[config.mk]
export PLATFORM = sky130hd
export DESIGN_NAME = fpu_adder16
export DESIGN_NICKNAME = d
export VERILOG_FILES = /design/src/rtl/fpu_adder16_pkg.sv /design/src/rtl/fpu_align16.sv /design/src/rtl/fpu_adder16.sv
export SDC_FILE = /design/constraint.sdc
export NUM_CORES = 1
export LEC_CHECK = 0
export BUFFER_PORTS_ARGS = -buffer_cell sky130_fd_sc_hd__buf_2
export CORE_ASPECT_RATIO = 0.9
export CORE_MARGIN = 4
export CORE_UTILIZATION = 30
export CTS_CLUSTER_SIZE = 30
export DETAILED_ROUTE_END_ITERATION = 12
export HOLD_SLACK_MARGIN = 0.02
export PLACE_DENSITY = 0.44
export SYNTH_ARGS = -nofsm -noshare
export SYNTH_HDL_FRONTEND = slang
export SYNTH_SLANG_ARGS = --single-unit
[constraint.sdc]
create_clock -name clock -period 7.18 [get_ports clock]
set_input_delay 1.436 -clock clock [delete_from_list [all_inputs] [get_ports clock]]
set_output_delay 1.436 -clock clock [all_outputs]
set_load 0.01 [all_outputs]
[src/rtl/fpu_adder16_pkg.sv]
// Shared FP16 definitions: width macros, fp16_t, and the adder stage-register struct.
`ifndef FP16_FRACW
`define FP16_FRACW 10
`endif
`ifndef FP16_EXPW
`define FP16_EXPW 5
`endif

package fpu_adder16_pkg;

    localparam int unsigned FRACW = `FP16_FRACW;
    localparam int unsigned EXPW  = `FP16_EXPW;

    // frac is the explicit significand; there is no hidden bit.
    typedef struct packed {
        logic            sign;
        logic [EXPW-1:0] exp;
        logic [FRACW-1:0] frac;
    } fp16_t;

    // Register between align (S1) and add (S2).
    typedef struct packed {
        fp16_t            l;
        logic [FRACW-1:0] s_shift;
        logic             eff_sub;
        logic             sticky;
    } fpAdd16Stage_t;

endpackage

[src/rtl/fpu_align16.sv]
// S1 of the FP16 adder: apply sub to b, order operands by magnitude, align the
// smaller significand. Purely combinational. Sticky only with FPU_ADD_STICKY_EN.
module fpu_align16
    import fpu_adder16_pkg::*;
(
    input  fp16_t         a,
    input  fp16_t         b,
    input  logic          sub,
    output fpAdd16Stage_t stage
);

    fp16_t           b_eff;
    fp16_t           l;
    fp16_t           s;
    logic [EXPW-1:0] d;
`ifdef FPU_ADD_STICKY_EN
    logic [FRACW-1:0] mask;
`endif

    // Compare/swap on {exp,frac} (tie keeps a as larger), then shift the smaller.
    always_comb begin
        b_eff      = b;
        b_eff.sign = b.sign ^ sub;
        if ({a.exp, a.frac} >= {b.exp, b.frac}) begin
            l = a;
            s = b_eff;
        end else begin
            l = b_eff;
            s = a;
        end
        d = l.exp - s.exp;
        stage         = '0;
        stage.l       = l;
        stage.eff_sub = l.sign ^ s.sign;
        stage.s_shift = (d >= EXPW'(FRACW + 1)) ? '0 : (s.frac >> d);
`ifdef FPU_ADD_STICKY_EN
        mask         = (d >= EXPW'(FRACW)) ? '1 : ~({FRACW{1'b1}} << d);
        stage.sticky = |(s.frac & mask);
`else
        stage.sticky = 1'b0;
`endif
    end

endmodule

[src/rtl/fpu_adder16.sv]
// FP16 unnormalized adder, 2-stage valid/ready pipeline (S1 align, S2 add).
// Output {sum, C} feeds fpuNormalizer16. Optional sticky output: FPU_ADD_STICKY_EN.
module fpu_adder16
    import fpu_adder16_pkg::*;
(
    input  logic  clock,
    input  logic  reset_n,
    input  logic  in_valid,
    output logic  in_ready,
    input  fp16_t a,
    input  fp16_t b,
    input  logic  sub,
    output logic  out_valid,
    input  logic  out_ready,
    output fp16_t sum,
    output logic  C
`ifdef FPU_ADD_STICKY_EN
    ,
    output logic  sticky
`endif
);

    fpAdd16Stage_t align_stage;
    fpAdd16Stage_t s1_d, s1_q;
    logic          s1_valid_d, s1_valid_q;
    logic          s2_valid_d, s2_valid_q;
    fp16_t         sum_d, sum_q;
    logic          c_d, c_q;
`ifdef FPU_ADD_STICKY_EN
    logic          sticky_d, sticky_q;
`endif
    logic          s1_adv, s2_adv;
    logic [FRACW:0] add_res;
    fp16_t         s2_sum;
    logic          s2_c;

    fpu_align16 u_align (
        .a     (a),
        .b     (b),
        .sub   (sub),
        .stage (align_stage)
    );

    // Stage advance: a stage moves when empty or when its successor moves.
    always_comb begin
        s2_adv   = !s2_valid_q || out_ready;
        s1_adv   = !s1_valid_q || s2_adv;
        in_ready = s1_adv;
    end

    // S2 significand add/subtract; exact cancellation collapses to +0.
    always_comb begin
        if (s1_q.eff_sub) begin
            add_res = {1'b0, s1_q.l.frac - s1_q.s_shift};
        end else begin
            add_res = {1'b0, s1_q.l.frac} + {1'b0, s1_q.s_shift};
        end
        s2_sum      = s1_q.l;
        s2_sum.frac = add_res[FRACW-1:0];
        s2_c        = add_res[FRACW];
        if (s1_q.eff_sub && (add_res[FRACW-1:0] == '0)) begin
            s2_sum = '0;
            s2_c   = 1'b0;
        end
    end

    // Next-state for both pipeline registers; data only loads alongside valid.
    always_comb begin
        s1_valid_d = s1_valid_q;
        s1_d       = s1_q;
        s2_valid_d = s2_valid_q;
        sum_d      = sum_q;
        c_d        = c_q;
`ifdef FPU_ADD_STICKY_EN
        sticky_d   = sticky_q;
`endif
        if (s1_adv) begin
            s1_valid_d = in_valid;
            if (in_valid) begin
                s1_d = align_stage;
            end
        end
        if (s2_adv) begin
            s2_valid_d = s1_valid_q;
            if (s1_valid_q) begin
                sum_d = s2_sum;
                c_d   = s2_c;
`ifdef FPU_ADD_STICKY_EN
                sticky_d = s1_q.sticky;
`endif
            end
        end
    end

    // Pipeline registers with asynchronous clear.
    always_ff @(posedge clock or negedge reset_n) begin
        if (!reset_n) begin
            s1_valid_q <= 1'b0;
            s1_q       <= '0;
            s2_valid_q <= 1'b0;
            sum_q      <= '0;
            c_q        <= 1'b0;
`ifdef FPU_ADD_STICKY_EN
            sticky_q   <= 1'b0;
`endif
        end else begin
            s1_valid_q <= s1_valid_d;
            s1_q       <= s1_d;
            s2_valid_q <= s2_valid_d;
            sum_q      <= sum_d;
            c_q        <= c_d;
`ifdef FPU_ADD_STICKY_EN
            sticky_q   <= sticky_d;
`endif
        end
    end

    assign out_valid = s2_valid_q;
    assign sum       = sum_q;
    assign C         = c_q;
`ifdef FPU_ADD_STICKY_EN
    assign sticky    = sticky_q;
`endif

endmodule

==> results_dict.tcl <==
set metrics [dict create \
    outcome "completed" \
    worstSetupPathType "in -> reg" \
    cts_root_buffer "clkbuf_16" \
    drc 0 \
    fin_crit_ns 4.66 \
    hold_buffers 0 \
    reg2reg_from "s1_q[3]$_DFFE_PN0P_" \
    cts_setup_buffers 0 \
    ant_nets 0 \
    clk_latency_ns 0.29 \
    n_antenna_cell 0 \
    fillers 1317 \
    synth_area_leader_cell "dfrtp_1" \
    cap_violations 0 \
    rsz0062_at_grt "false" \
    slowest_delay_ns 0.62 \
    yosysMostFrequentCell "nand2_1" \
    grt_max_degree 47 \
    drt_wl_total_um 9580 \
    synth_common_cells "nand2_1, dfrtp_1, inv_1" \
    endpoint_kind "flip-flop" \
    async_flop_share_pct 100 \
    clk_path_buf_depth 2 \
    tightest_slew_ns 1.12 \
    synthesis.area_um2 3770 \
    hold_depth 2 \
    io_buffers 55 \
    synth-edff-count 0 \
    core.rowCount 38 \
    min_to "sum[1]$_DFFE_PN0P_" \
    syn_avg_cell_area_um2 8.81 \
    gp_congestion 0.843 \
    yosysSeqAreaShare_pct 30.5 \
    die_width_um 126 \
    hold_viol_final 0 \
    grt_usage_pct 13.8 \
    timing.rr.end "sum[15]$_DFFE_PN0P_" \
    finalMaxSlewViolations 0 \
    start_util_pct 31.0 \
    ir_worst_vdd_v 0.000105 \
    fin_tns_setup_ns 0 \
    yosys.area.top_type_share_pct 30.5 \
    max_freq_mhz 214 \
    grt_antenna_before_repair 0 \
    reg2regPathDepth 11 \
    synthFlopType "dfrtp_1" \
    final_nets 550 \
    whs_ns 0.470 \
    drtIter0Drc 139 \
    grt_pass1_vias 3129 \
    htreeDepth 2 \
    grt_pass1_wl_um 16400 \
    grt.overflow.total 0 \
    setup_viol 0 \
    path_max_fanout 18 \
    ff2ff_setup_slack_ns 3.79 \
    die_area_um2 14400 \
    die_h_um 114 \
    synth_cell_type_count 63 \
    path_clk_slew_ns 0.07 \
    avgViaCountPerCell 5.00 \
    synth_area_leaders "dfrtp_1, ha_1, mux2i_1" \
    clock_skew_ns 0.00524 \
    slew_headroom_pct 24.9 \
    p_leak_nw 2.00 \
    cts_tree "built" \
    yosys_register_bits 46 \
    cts_buffers 5 \
    path_cells "buf_2 > inv_1 > ha_1 > a21o_1 > a221oi_2 > o21ai_2 > mux2i_1 > inv_1 > ha_1 > inv_2 > o311ai_0 > mux2i_1 > o211ai_1" \
    hold_start "sum[1]$_DFFE_PN0P_" \
    area_growth_pct 15.2 \
    yosys_warnings 0 \
    num_vias 3187 \
    worstPathRequired_ns 7.38 \
    crit_slowest_cell "o311ai_0" \
    syn_nets 502 \
    detail_route.wl_per_cell_um 15.0 \
    layout-drive-gt1-share_pct 18.7 \
    arrival_ns 4.87 \
    drtPass1Iterations 5 \
    ctsResizeCount 0 \
    pin_count 56 \
    setup.worst_path.start_class "input pin" \
    power_density_nw_per_um2 268 \
    period_share_pct 65.0 \
    cts.sinks 46 \
    hold_class "reg -> reg" \
    core_um2 12200 \
    dpl.hpwl_um 7620 \
    synthCells 428 \
]
worst max-delay path, delay by kind of cell:
family | cells | cell delay, ns
mux | 2 | 0.39
buf+inv | 4 | 0.42
compound gates | 5 | 1.54
fa+ha+maj | 2 | 1.07
routing by layer:
metal  GRT usage [%]  vias up  share of wire, %  wire length (µm)
met2            20.5       58                43              4090
met3            2.01        7               3.3               318
met5               0        -                 0                 0
met1            21.3     1496                53              5090
met4            2.79        0              0.93                89
li1                -     1626                 -                 -
sequential cells by signal, summed over array words and instances, names as in the netlist:
register	flops
C	1
sum	16
s1_valid_q	1
s1_q	27
out_valid	1
worst max path at each step:
stage                     startpoint             endpoint  slack [ns]  cells after the start
after floorplan                b[13]  s1_q[4]$_DFFE_PN0P_        2.80                     14
after global placement         b[10]  s1_q[2]$_DFFE_PN0P_        2.12                     13
after detailed placement       b[10]  s1_q[4]$_DFFE_PN0P_        2.20                     12
after CTS                      b[10]  s1_q[4]$_DFFE_PN0P_        2.48                     12
after global routing           b[10]  s1_q[6]$_DFFE_PN0P_        2.11                     13
final                          b[10]  s1_q[2]$_DFFE_PN0P_        2.52                     13
layout make-up:
type                            count  area [µm²]  share of cell area [%]
Tap cell                          160         200                    4.61
Multi-Input combinational cell    324        2380                    54.7
Sequential cell                    46        1150                    26.5
Inverter                           41         154                    3.54
Clock inverter                      2        37.5                   0.864
Timing Repair Buffer               58         298                    6.85
Clock buffer                        6         129                    2.97
through the flow:
step | worst slack [ns] | cells | util [%] | instance area (µm²) | total power, mW
after floorplan | 2.80 | 428 | - | 3770 | 0.756
after global placement | 2.12 | 629 | 34.3 | 4180 | 0.909
after detailed placement | 2.20 | 629 | 34.3 | 4180 | 0.914
after CTS | 2.48 | 637 | 35.7 | 4350 | 1.18
after global routing | 2.11 | 637 | 35.7 | 4350 | 1.27
final | 2.52 | 637 | 35.7 | 4350 | 1.16
layout by cell type (no fill, tap or decap), types with 2 or more instances in the layout:
cell	n
a21oi_1	20
ha_1	35
nor3_1	9
o221ai_1	2
o211ai_1	4
nand2b_1	8
o31a_1	2
o21bai_1	3
nor2b_1	3
buf_2	55
mux2i_1	22
xnor2_1	5
nand2_1	50
a22o_1	3
nand3b_1	3
nand4_1	5
a31oi_1	16
o21ai_0	24
fa_1	2
clkbuf_16	5
dfrtp_1	46
o22ai_1	7
a211o_1	3
a211oi_1	2
o31ai_1	3
o2111ai_1	2
buf_4	3
inv_1	39
nand4b_1	2
nand3_1	2
mux2_2	9
o21ai_1	2
a21o_1	2
mux4_2	5
xor2_1	6
o21a_1	3
nor2_1	37
kinds of logic after synthesis:
| family | synth area share (%) |
|---|---|
| DFF | 30.5 |
| and+or+nand+nor | 14.8 |
| buffers and inverters | 6.47 |
| muxes | 11.8 |
| AOI/OAI and AO/OA | 20.0 |
| adders and majority gates | 12.7 |
| xor gates and xnor gates | 3.72 |
power by group:
group          internal [mW]  total [mW]  switching [mW]
Combinational          0.232       0.527           0.295
Clock                  0.164       0.263          0.0983
Sequential             0.327       0.374          0.0476
Total                  0.723        1.16           0.441
Power figures use the tool's default switching activity.
